### src/rtl/rapcla_pkg.sv
// Shared types and sizing helpers for the sequential RAP approximate/exact adder.
package rapcla_pkg;

   typedef enum logic [1:0] {IDLE, EXACT, DONE} state_e;

   localparam int SEG_W_MIN = 1;

   function automatic int nseg(input int width, input int win);
      return (width + win - 1) / win;
   endfunction

   // Segment-counter width: enough to index every slice, never zero bits wide.
   function automatic int seg_w(input int width, input int win);
      int n;
      n = nseg(width, win);
      return (n > 1) ? $clog2(n) : SEG_W_MIN;
   endfunction

endpackage

### src/rtl/rapcla_approx_core.sv
// Combinational RAP approximate adder: each carry only sees generates within WIN
// positions below it, so carry chains longer than the window are truncated.
module rapcla_approx_core #(
   parameter int WIDTH = 16,
   parameter int WIN   = 4
) (
   input  logic [WIDTH-1:0] a_i,
   input  logic [WIDTH-1:0] b_i,
   output logic [WIDTH:0]   sum_o
);

   logic [WIDTH-1:0] p;
   logic [WIDTH-1:0] g;
   logic [WIDTH-1:0] appc;
   logic             run;

   always_comb begin
      p    = a_i ^ b_i;
      g    = a_i & b_i;
      appc = '0;
      run  = 1'b1;
      // Walk down from bit i, accumulating the propagate product above each generate.
      for (int i = 0; i < WIDTH; i++) begin
         run = 1'b1;
         for (int j = i; j >= 0; j--) begin
            if (j >= i - WIN) begin
               appc[i] = appc[i] | (g[j] & run);
               run     = run & p[j];
            end
         end
      end
   end

   always_comb begin
      sum_o        = '0;
      sum_o[0]     = p[0];
      for (int i = 1; i < WIDTH; i++) begin
         sum_o[i] = p[i] ^ appc[i-1];
      end
      sum_o[WIDTH] = appc[WIDTH-1];
   end

endmodule

### src/rtl/rapcla_seq.sv
// Sequential adder with runtime mode: single-cycle RAP approximation or exact
// WIN-bit segment-serial ripple. Define RAP_ERRFLAG_EN to add the err output.
module rapcla_seq
   import rapcla_pkg::*;
#(
   parameter int WIDTH = 16,
   parameter int WIN   = 4
) (
   input  logic             clk,
   input  logic             rst,
   input  logic             in_valid,
   output logic             in_ready,
   input  logic [WIDTH-1:0] a,
   input  logic [WIDTH-1:0] b,
   input  logic             mode,
   output logic             out_valid,
   input  logic             out_ready,
   output logic [WIDTH:0]   sum
`ifdef RAP_ERRFLAG_EN
   ,
   output logic             err
`endif
);

   localparam int NSEG  = nseg(WIDTH, WIN);
   localparam int SEG_W = seg_w(WIDTH, WIN);
   localparam int PW    = NSEG * WIN;

   state_e           state_q, state_d;
   logic [PW-1:0]    a_q, a_d;
   logic [PW-1:0]    b_q, b_d;
   logic [PW:0]      sum_q, sum_d;
   logic             carry_q, carry_d;
   logic [SEG_W-1:0] seg_q, seg_d;
   logic [WIDTH:0]   approx_sum;
   logic [WIN:0]     slice_sum;
   logic             accept;

   rapcla_approx_core #(.WIDTH(WIDTH), .WIN(WIN)) u_core (
      .a_i   (a),
      .b_i   (b),
      .sum_o (approx_sum)
   );

   assign in_ready  = (state_q == IDLE) || ((state_q == DONE) && out_ready);
   assign out_valid = (state_q == DONE);
   assign accept    = in_valid && in_ready;
   assign sum       = sum_q[WIDTH:0];

   // Operands are zero-padded to whole slices, so a narrow last slice needs no special case.
   assign slice_sum = {1'b0, a_q[int'(seg_q)*WIN +: WIN]}
                    + {1'b0, b_q[int'(seg_q)*WIN +: WIN]}
                    + (WIN+1)'(carry_q);

`ifdef RAP_ERRFLAG_EN
   logic           err_q, err_d;
   logic [WIDTH:0] exact_ref;
   assign exact_ref = {1'b0, a} + {1'b0, b};
   assign err       = err_q;
`endif

   always_comb begin
      state_d = state_q;
      a_d     = a_q;
      b_d     = b_q;
      sum_d   = sum_q;
      carry_d = carry_q;
      seg_d   = seg_q;
`ifdef RAP_ERRFLAG_EN
      err_d   = err_q;
`endif
      case (state_q)
         EXACT: begin
            sum_d[int'(seg_q)*WIN +: WIN] = slice_sum[WIN-1:0];
            carry_d = slice_sum[WIN];
            seg_d   = seg_q + SEG_W'(1);
            if (seg_q == SEG_W'(NSEG-1)) begin
               sum_d[PW] = slice_sum[WIN];
               state_d   = DONE;
            end
         end
         DONE: begin
            if (out_ready && !accept) state_d = IDLE;
         end
         default: ;
      endcase
      if (accept) begin
         if (mode) begin
            a_d     = PW'(a);
            b_d     = PW'(b);
            carry_d = 1'b0;
            seg_d   = '0;
            state_d = EXACT;
`ifdef RAP_ERRFLAG_EN
            err_d   = 1'b0;
`endif
         end else begin
            sum_d   = (PW+1)'(approx_sum);
            state_d = DONE;
`ifdef RAP_ERRFLAG_EN
            err_d   = (approx_sum != exact_ref);
`endif
         end
      end
   end

   always_ff @(posedge clk) begin
      if (rst) begin
         state_q <= IDLE;
         a_q     <= '0;
         b_q     <= '0;
         sum_q   <= '0;
         carry_q <= 1'b0;
         seg_q   <= '0;
`ifdef RAP_ERRFLAG_EN
         err_q   <= 1'b0;
`endif
      end else begin
         state_q <= state_d;
         a_q     <= a_d;
         b_q     <= b_d;
         sum_q   <= sum_d;
         carry_q <= carry_d;
         seg_q   <= seg_d;
`ifdef RAP_ERRFLAG_EN
         err_q   <= err_d;
`endif
      end
   end

endmodule

### config.mk
export PLATFORM = sky130hd
export DESIGN_NAME = rapcla_seq
export DESIGN_NICKNAME = d
export VERILOG_FILES = /design/src/rtl/rapcla_pkg.sv /design/src/rtl/rapcla_approx_core.sv /design/src/rtl/rapcla_seq.sv
export SDC_FILE = /design/constraint.sdc
export NUM_CORES = 1
export LEC_CHECK = 0
export BUFFER_PORTS_ARGS = -buffer_cell sky130_fd_sc_hd__buf_4
export CAP_MARGIN = 20
export CORE_MARGIN = 4
export CORE_UTILIZATION = 61
export DETAILED_ROUTE_END_ITERATION = 10
export GPL_ROUTABILITY_DRIVEN = 0
export HOLD_SLACK_MARGIN = 0.1
export PLACE_DENSITY = 0.88
export SLEW_MARGIN = 40
export SYNTH_ARGS = -nofsm -noshare
export SYNTH_HDL_FRONTEND = slang
export SYNTH_SLANG_ARGS = --single-unit
### constraint.sdc
create_clock -name clk -period 4.1 [get_ports clk]
set_input_delay 0.41 -clock clk [delete_from_list [all_inputs] [get_ports clk]]
set_output_delay 0.41 -clock clk [all_outputs]
set_load 0.05 [all_outputs]
Word level (Yosys, flattened, before mapping)
Index checks and enable logic that the tools add are counted.
{"block": "word_totals", "reg_bits": 54, "output_inout_bits": 19, "elab_cells": 208}
{"block": "classes", "n_addsub": 4, "n_eq_ne": 5, "shift": 4, "muxes": 16, "bitwise": 164, "n_reduce_logical": 9}
{"op": "AND 1 bit", "count": 93}
{"op": "bitwise OR 1 bit", "count": 54}
{"op": "2-to-1 mux 17 bit", "count": 3}
{"op": "negator 4 -> 33 bit", "count": 1}
{"op": "variable shift 4 x 33 -> 17 bit (first input constant)", "count": 1}
{"op": "indexed part select 4 x 33 -> 17 bit", "count": 1}
{"op": "indexed part select 16 x 5 -> 4 bit", "count": 2}
{"op": "bitwise mux 17 bit", "count": 1}
{"op": "AND 16 bit", "count": 1}
{"op": "XOR 16 bit", "count": 1}
{"op": "XOR 1 bit", "count": 15}
{"op": "2-to-1 mux 2 bit", "count": 7}
{"op": "adder 4 x 4 -> 5 bit", "count": 1}
{"op": "adder 5 x 1 -> 5 bit", "count": 1}
{"op": "equality test 2 bit (second input constant)", "count": 2}
{"op": "2-to-1 mux 1 bit", "count": 4}
{"op": "case mux 2 bit (2 select lines)", "count": 1}
{"op": "logical AND 1 bit", "count": 3}
{"op": "!= test 3 x 1 -> 1 bit (second input constant)", "count": 1}
{"op": "!= test 3 bit (second input constant)", "count": 1}
{"op": "AND reduction 3 bit", "count": 1}
{"op": "nonzero test 3 bit", "count": 1}
{"op": "adder 2 x 1 -> 2 bit (second input constant)", "count": 1}
{"op": "equality test 2 x 1 -> 1 bit (second input constant)", "count": 1}
{"op": "4 further kinds", "count": 4}

Depth between registers and ports, before layout
{"block": "logic_depth", "ltp_word": 9, "depth_mapped": 9, "mapped_depth_nobuf": 8}

Cells and area by module
From an unflattened synthesis, not the netlist that was laid out.
{"block": "hier_totals", "cells_unflattened": 386, "area_unflattened_um2": 3395.8}
{"mod": "rapcla_seq", "instances": 1, "cells_per_inst": 290, "area_per_inst_um2": 2677.6, "seq_area_each_um2": 1081.0}
{"mod": "rapcla_approx_core", "instances": 1, "cells_per_inst": 96, "area_per_inst_um2": 718.2, "seq_area_each_um2": 0.0}

Worst setup path before layout
Ideal clock, no wire load.
{"block": "synth_path", "kind": "reg2reg", "start": "register seg_q[0]", "end": "register sum_q[16] (netlist: sum[16])", "arrival_time_ns": 2.571, "setup_slack_ns": 1.393, "stages_incl_launch_ff": 10, "cell_sequence": "dfxtp_1 buf_6 mux4_2 fa_1 fa_1 a21o_1 a21oi_1 a221oi_1 nand2_1 a211oi_1"}
{"block": "synth_via", "elab_chain_len": 9, "word_cells_on_any_way": 13}
{"element": "start: declaration", "line": "rapcla_seq.sv:34", "source": "logic [SEG_W-1:0] seg_q, seg_d;"}
{"element": "start signal: assignment", "line": "rapcla_seq.sv:124", "source": "seg_q <= seg_d;"}
{"element": "indexed part select 16 x 5 -> 4 bit, on equally long branches", "line": "rapcla_seq.sv:51, rapcla_seq.sv:52"}
{"element": "adder 4 x 4 -> 5 bit", "line": "rapcla_seq.sv:52", "source": "+ {1'b0, b_q[int'(seg_q)*WIN +: WIN]}"}
{"element": "adder 5 x 1 -> 5 bit", "line": "rapcla_seq.sv:53", "source": "+ (WIN+1)'(carry_q);"}
{"element": "indexed part select 4 x 33 -> 17 bit", "line": "rapcla_seq.sv:74", "source": "sum_d[int'(seg_q)*WIN +: WIN] = slice_sum[WIN-1:0];"}
{"element": "bitwise mux 17 bit", "line": "rapcla_seq.sv:74"}
{"element": "2-to-1 mux 1 bit (*)", "line": "rapcla_seq.sv:77", "source": "if (seg_q == SEG_W'(NSEG-1)) begin"}
{"element": "2-to-1 mux 17 bit (*)", "line": "rapcla_seq.sv:72", "source": "case (state_q)"}
{"element": "2-to-1 mux 17 bit", "line": "rapcla_seq.sv:88", "source": "if (mode) begin"}
{"element": "2-to-1 mux 17 bit (*)", "line": "rapcla_seq.sv:87", "source": "if (accept) begin"}
{"element": "end signal: assignment", "line": "rapcla_seq.sv:122", "source": "sum_q <= sum_d;"}
{"element": "end: declaration", "line": "rapcla_seq.sv:32", "source": "logic [PW:0] sum_q, sum_d;"}
Mark *: on every way between the ends. The rest lies on a longest branch, timed or not.
A chain may end at the register's enable or synchronous reset.

Worst setup path after layout
{"block": "layout_path", "start": "register seg_q[0]", "end": "register sum_q[14] (netlist: sum[14])"}
{"block": "layout_via", "elab_chain_len": 8, "word_cells_on_any_way": 11}
{"element": "indexed part select 16 x 5 -> 4 bit, on equally long branches", "line": "rapcla_seq.sv:51, rapcla_seq.sv:52"}
{"element": "adder 4 x 4 -> 5 bit", "line": "rapcla_seq.sv:52"}
{"element": "adder 5 x 1 -> 5 bit", "line": "rapcla_seq.sv:53"}
{"element": "indexed part select 4 x 33 -> 17 bit", "line": "rapcla_seq.sv:74"}
{"element": "bitwise mux 17 bit (*)", "line": "rapcla_seq.sv:74"}
{"element": "2-to-1 mux 17 bit (*)", "line": "rapcla_seq.sv:72"}
{"element": "2-to-1 mux 17 bit", "line": "rapcla_seq.sv:88"}
{"element": "2-to-1 mux 17 bit (*)", "line": "rapcla_seq.sv:87"}
Marks and branches as above.

==> run_results.csv <==
group,metric,value,unit
grt,use_met2,45.7,%
floorplanning,rows,26,
setup_path,critPathCaptureType,"flip-flop",
floorplanning,fp.coreArea,5110,um^2
setup_path,path_cells,"mux4_2 -> fa_1 -> fa_1 -> xor2_1 -> a221oi_1 -> a211oi_1",
job,maxCapViolations,0,
timing,setup_viol,0,
grt,use_met3,5.04,%
setup_path,setup.worst_path.start_class,"flip-flop",
power,ir_worst_vdd,0.000184,V
grt,antenna_found_initial,0,
grt,busiest_layer,"met2",
placed_design,io_buffers,55,
clock_network,clk_path_buf_depth,2,
final_layout,design_area,3760,um^2
synthesis,muxShareOfSynthArea,5.60,%
setup_path,crit_slowest_cell,"mux4_2",
final_layout,nNetsFinal,473,
synthesis,async_flop_share,0,%
timing,period_share,69.6,%
clock_network,cts_tree,"done",
hold_path,min_from,"b[8]",
routing,wire_per_inst,17.7,um
clock_network,clkLatencyLatePin,0.32,ns
synthesis,avgSynthCellArea,8.89,um^2
synthesis,synth_fa_ha_area_share,12.0,%
timing,fin_tns_setup,0,ns
setup_path,crit_required,4.34,ns
routing,vias,2944,
timing,final_hold_viol_count,0,
placed_design,hpwlAfterDp,6590,um
clock_network,htree_levels,2,
synthesis,ys_seq_elements,54,
synthesis,ys_dominant_reg_cell,"dfxtp_1",
setup_path,crit_family,"adder cells",
final_layout,syn2layout_area_growth,16.8,%
clock_network,cts_buffers,5,
clock_network,post_cts_resized,0,
timing,slew_violations,0,
setup_path,path_max_fanout,7,
clock_network,clock-sinks,54,
floorplanning,die_w,80.6,um
setup_path,arrival,3.09,ns
routing,first_pass_iters,5,
floorplanning,initial_utilization,63.0,%
setup_path,cp-startpoint,"seg_q[0]",
synthesis,synth-simple-area-share,18.2,%
synthesis,synthCells,362,
routing,drt_iter0_markers,248,
grt,overflow,0,
setup_path,cpMostUsedCell,"fa_1",
final_layout,fill_cells,403,
floorplanning,die_height,80.6,um
synthesis,synth_compound_area_share,22.1,%
routing,drc,0,
setup_path,worstReg2RegStart,"seg_q[0]",
clock_network,cts_setup_buffers,0,
timing,fmax,350,MHz
synthesis,synth_xor_area_share,4.35,%
grt,grt_max_degree,57,
final_layout,antenna_cells,0,
synthesis,synth_top_family_by_area,"compound AO/OA/AOI/OAI gates",
timing,fin_skew,0.00905,ns
placed_design,postPlaceCellArea,3650,um^2
hold_path,hp-class,"in2reg",
timing,worst_slew_pin_slew,0.751,ns
synthesis,synth_area,3220,um^2
power,p_leak,1.52,nW
synthesis,synth_edf_count,0,
synthesis,synthesis.nets,428,
outcome,outcome,"complete, no violations",
grt,grt_pass1_wl,13600,um
synthesis,netlist-cell-type-count,45,
routing,detail-route-antenna-nets,0,
timing,rsz0062_at_grt,"false",
clock_network,cts_hold_buf,0,
clock_network,root_buffer,"clkbuf_8",
timing,fin_crit,2.85,ns
grt,track_usage,27.9,%
synthesis,yosysSeqAreaShare,33.6,%
grt,grt_pass1_vias,2746,
floorplanning,die_area,6500,um^2
floorplanning,ioPinCount,56,
routing,postRouteWirelength,8450,um
final_layout,drive_gt1_share,21.1,%
routing,via_per_inst,6.16,
grt,grt_util_met1,36.7,%
setup_path,critical-path-max-stage-delay,0.58,ns
timing,slew_headroom,49.8,%
clock_network,clk_pin_slew,0.10,ns
synthesis,yosys_warnings,0,
setup_path,critPathBufInv,0,
setup_path,critPathKind,"reg2reg",
power,power_density,351,nW/um^2
state kept, by name, summed over array words and instances, names as in the netlist:
signal and cells:
sum 17, a_q 16, b_q 16, seg_q 2
state_q 2, carry_q 1
cell usage in the layout, fill, tap and decap left out, types with 2 or more instances in the layout:
cell and n:
o31ai_1 2, a31oi_1 2, nor4_2 2, inv_1 6, a2111oi_1 2, nand2b_1 2
a21o_1 6, mux4_2 8, a22oi_1 2, ha_1 26, xor2_1 10, nor3_1 4
a221oi_1 15, fa_1 3, nand2_1 77, nand3_1 8, o21a_1 2, and3_1 2
xnor2_1 6, o21ai_0 3, nor2b_1 2, a211oi_1 17, clkbuf_8 5, buf_4 58
dfxtp_1 54, nor2_1 14, or3_1 2, a21oi_1 48
metrics by stage:
stage               worst slack (ns)  util (%)  total power [mW]  hold slack, ns  std cells
floorplan                       1.39         -             0.843           0.433        362
global placement                1.39      71.3             0.948           0.443        470
detailed placement              1.28      71.4             0.958           0.450        470
CTS                             1.27      73.6              1.32           0.337        478
global route                    1.07      73.6              1.37           0.334        478
finish                          1.25      73.6              1.32           0.342        478
cell families after synthesis:
family                   count (synthesis)
multiplexers                             8
buffers and inverters                   26
flip-flops                              54
AND/OR/NAND/NOR                        123
adder cells (fa/ha/maj)                 29
AO/OA/AOI/OAI                          106
XOR/XNOR                                16
synth_stat cells, drive strengths merged, types with 8 or more instances:
cell type   n  share of area [%]
nand2      78                9.3
dfxtp      54                 34
a21oi      48                7.5
ha         26                 10
a211oi     17                4.0
a221oi     15                4.1
nor2       14                1.6
clkbuf     12                2.0
xor2       10                2.7
nand3       9                1.4
buf         8                1.4
mux4        8                5.6
worst paths after layout:
| kind | end | cells after the start | slack (ns) |
|---|---|---|---|
| max | sum[14] | 6 | 1.25 |
| min reg2reg | a_q[3] | 2 | 0.46 |
| max reg2reg | sum[14] | 6 | 1.25 |
| min | b_q[8] | 3 | 0.34 |
worst register-to-register path: stages (launching register included):
cell	delay [ns]
dfxtp_1	0.57
mux4_2	0.58
fa_1	0.47
fa_1	0.43
xor2_1	0.34
a221oi_1	0.13
a211oi_1	0.25
layer usage:
metal | part of all wire (%) | wire (um)
met5 | 0 | 0
met4 | 2.3 | 191
met3 | 7.3 | 617
met2 | 48 | 4050
met1 | 42 | 3590
layout make-up:
| cell class | instances | area, um^2 | share of cell area (%) |
|---|---|---|---|
| clock buffer | 5 | 68.8 | 1.83 |
| clock inverter | 3 | 43.8 | 1.16 |
| inverter | 6 | 22.5 | 0.599 |
| multi-input combinational | 282 | 2020 | 53.7 |
| sequential | 54 | 1080 | 28.8 |
| tap | 70 | 87.6 | 2.33 |
| timing repair buffer | 58 | 435 | 11.6 |
report_power, final:
part,total (mW),internal (mW),switching (mW)
Clock,0.367,0.183,0.184
Combinational,0.372,0.144,0.228
Sequential,0.580,0.557,0.0236
Total,1.32,0.884,0.435
No activity file was read; power rests on OpenSTA's default activity.
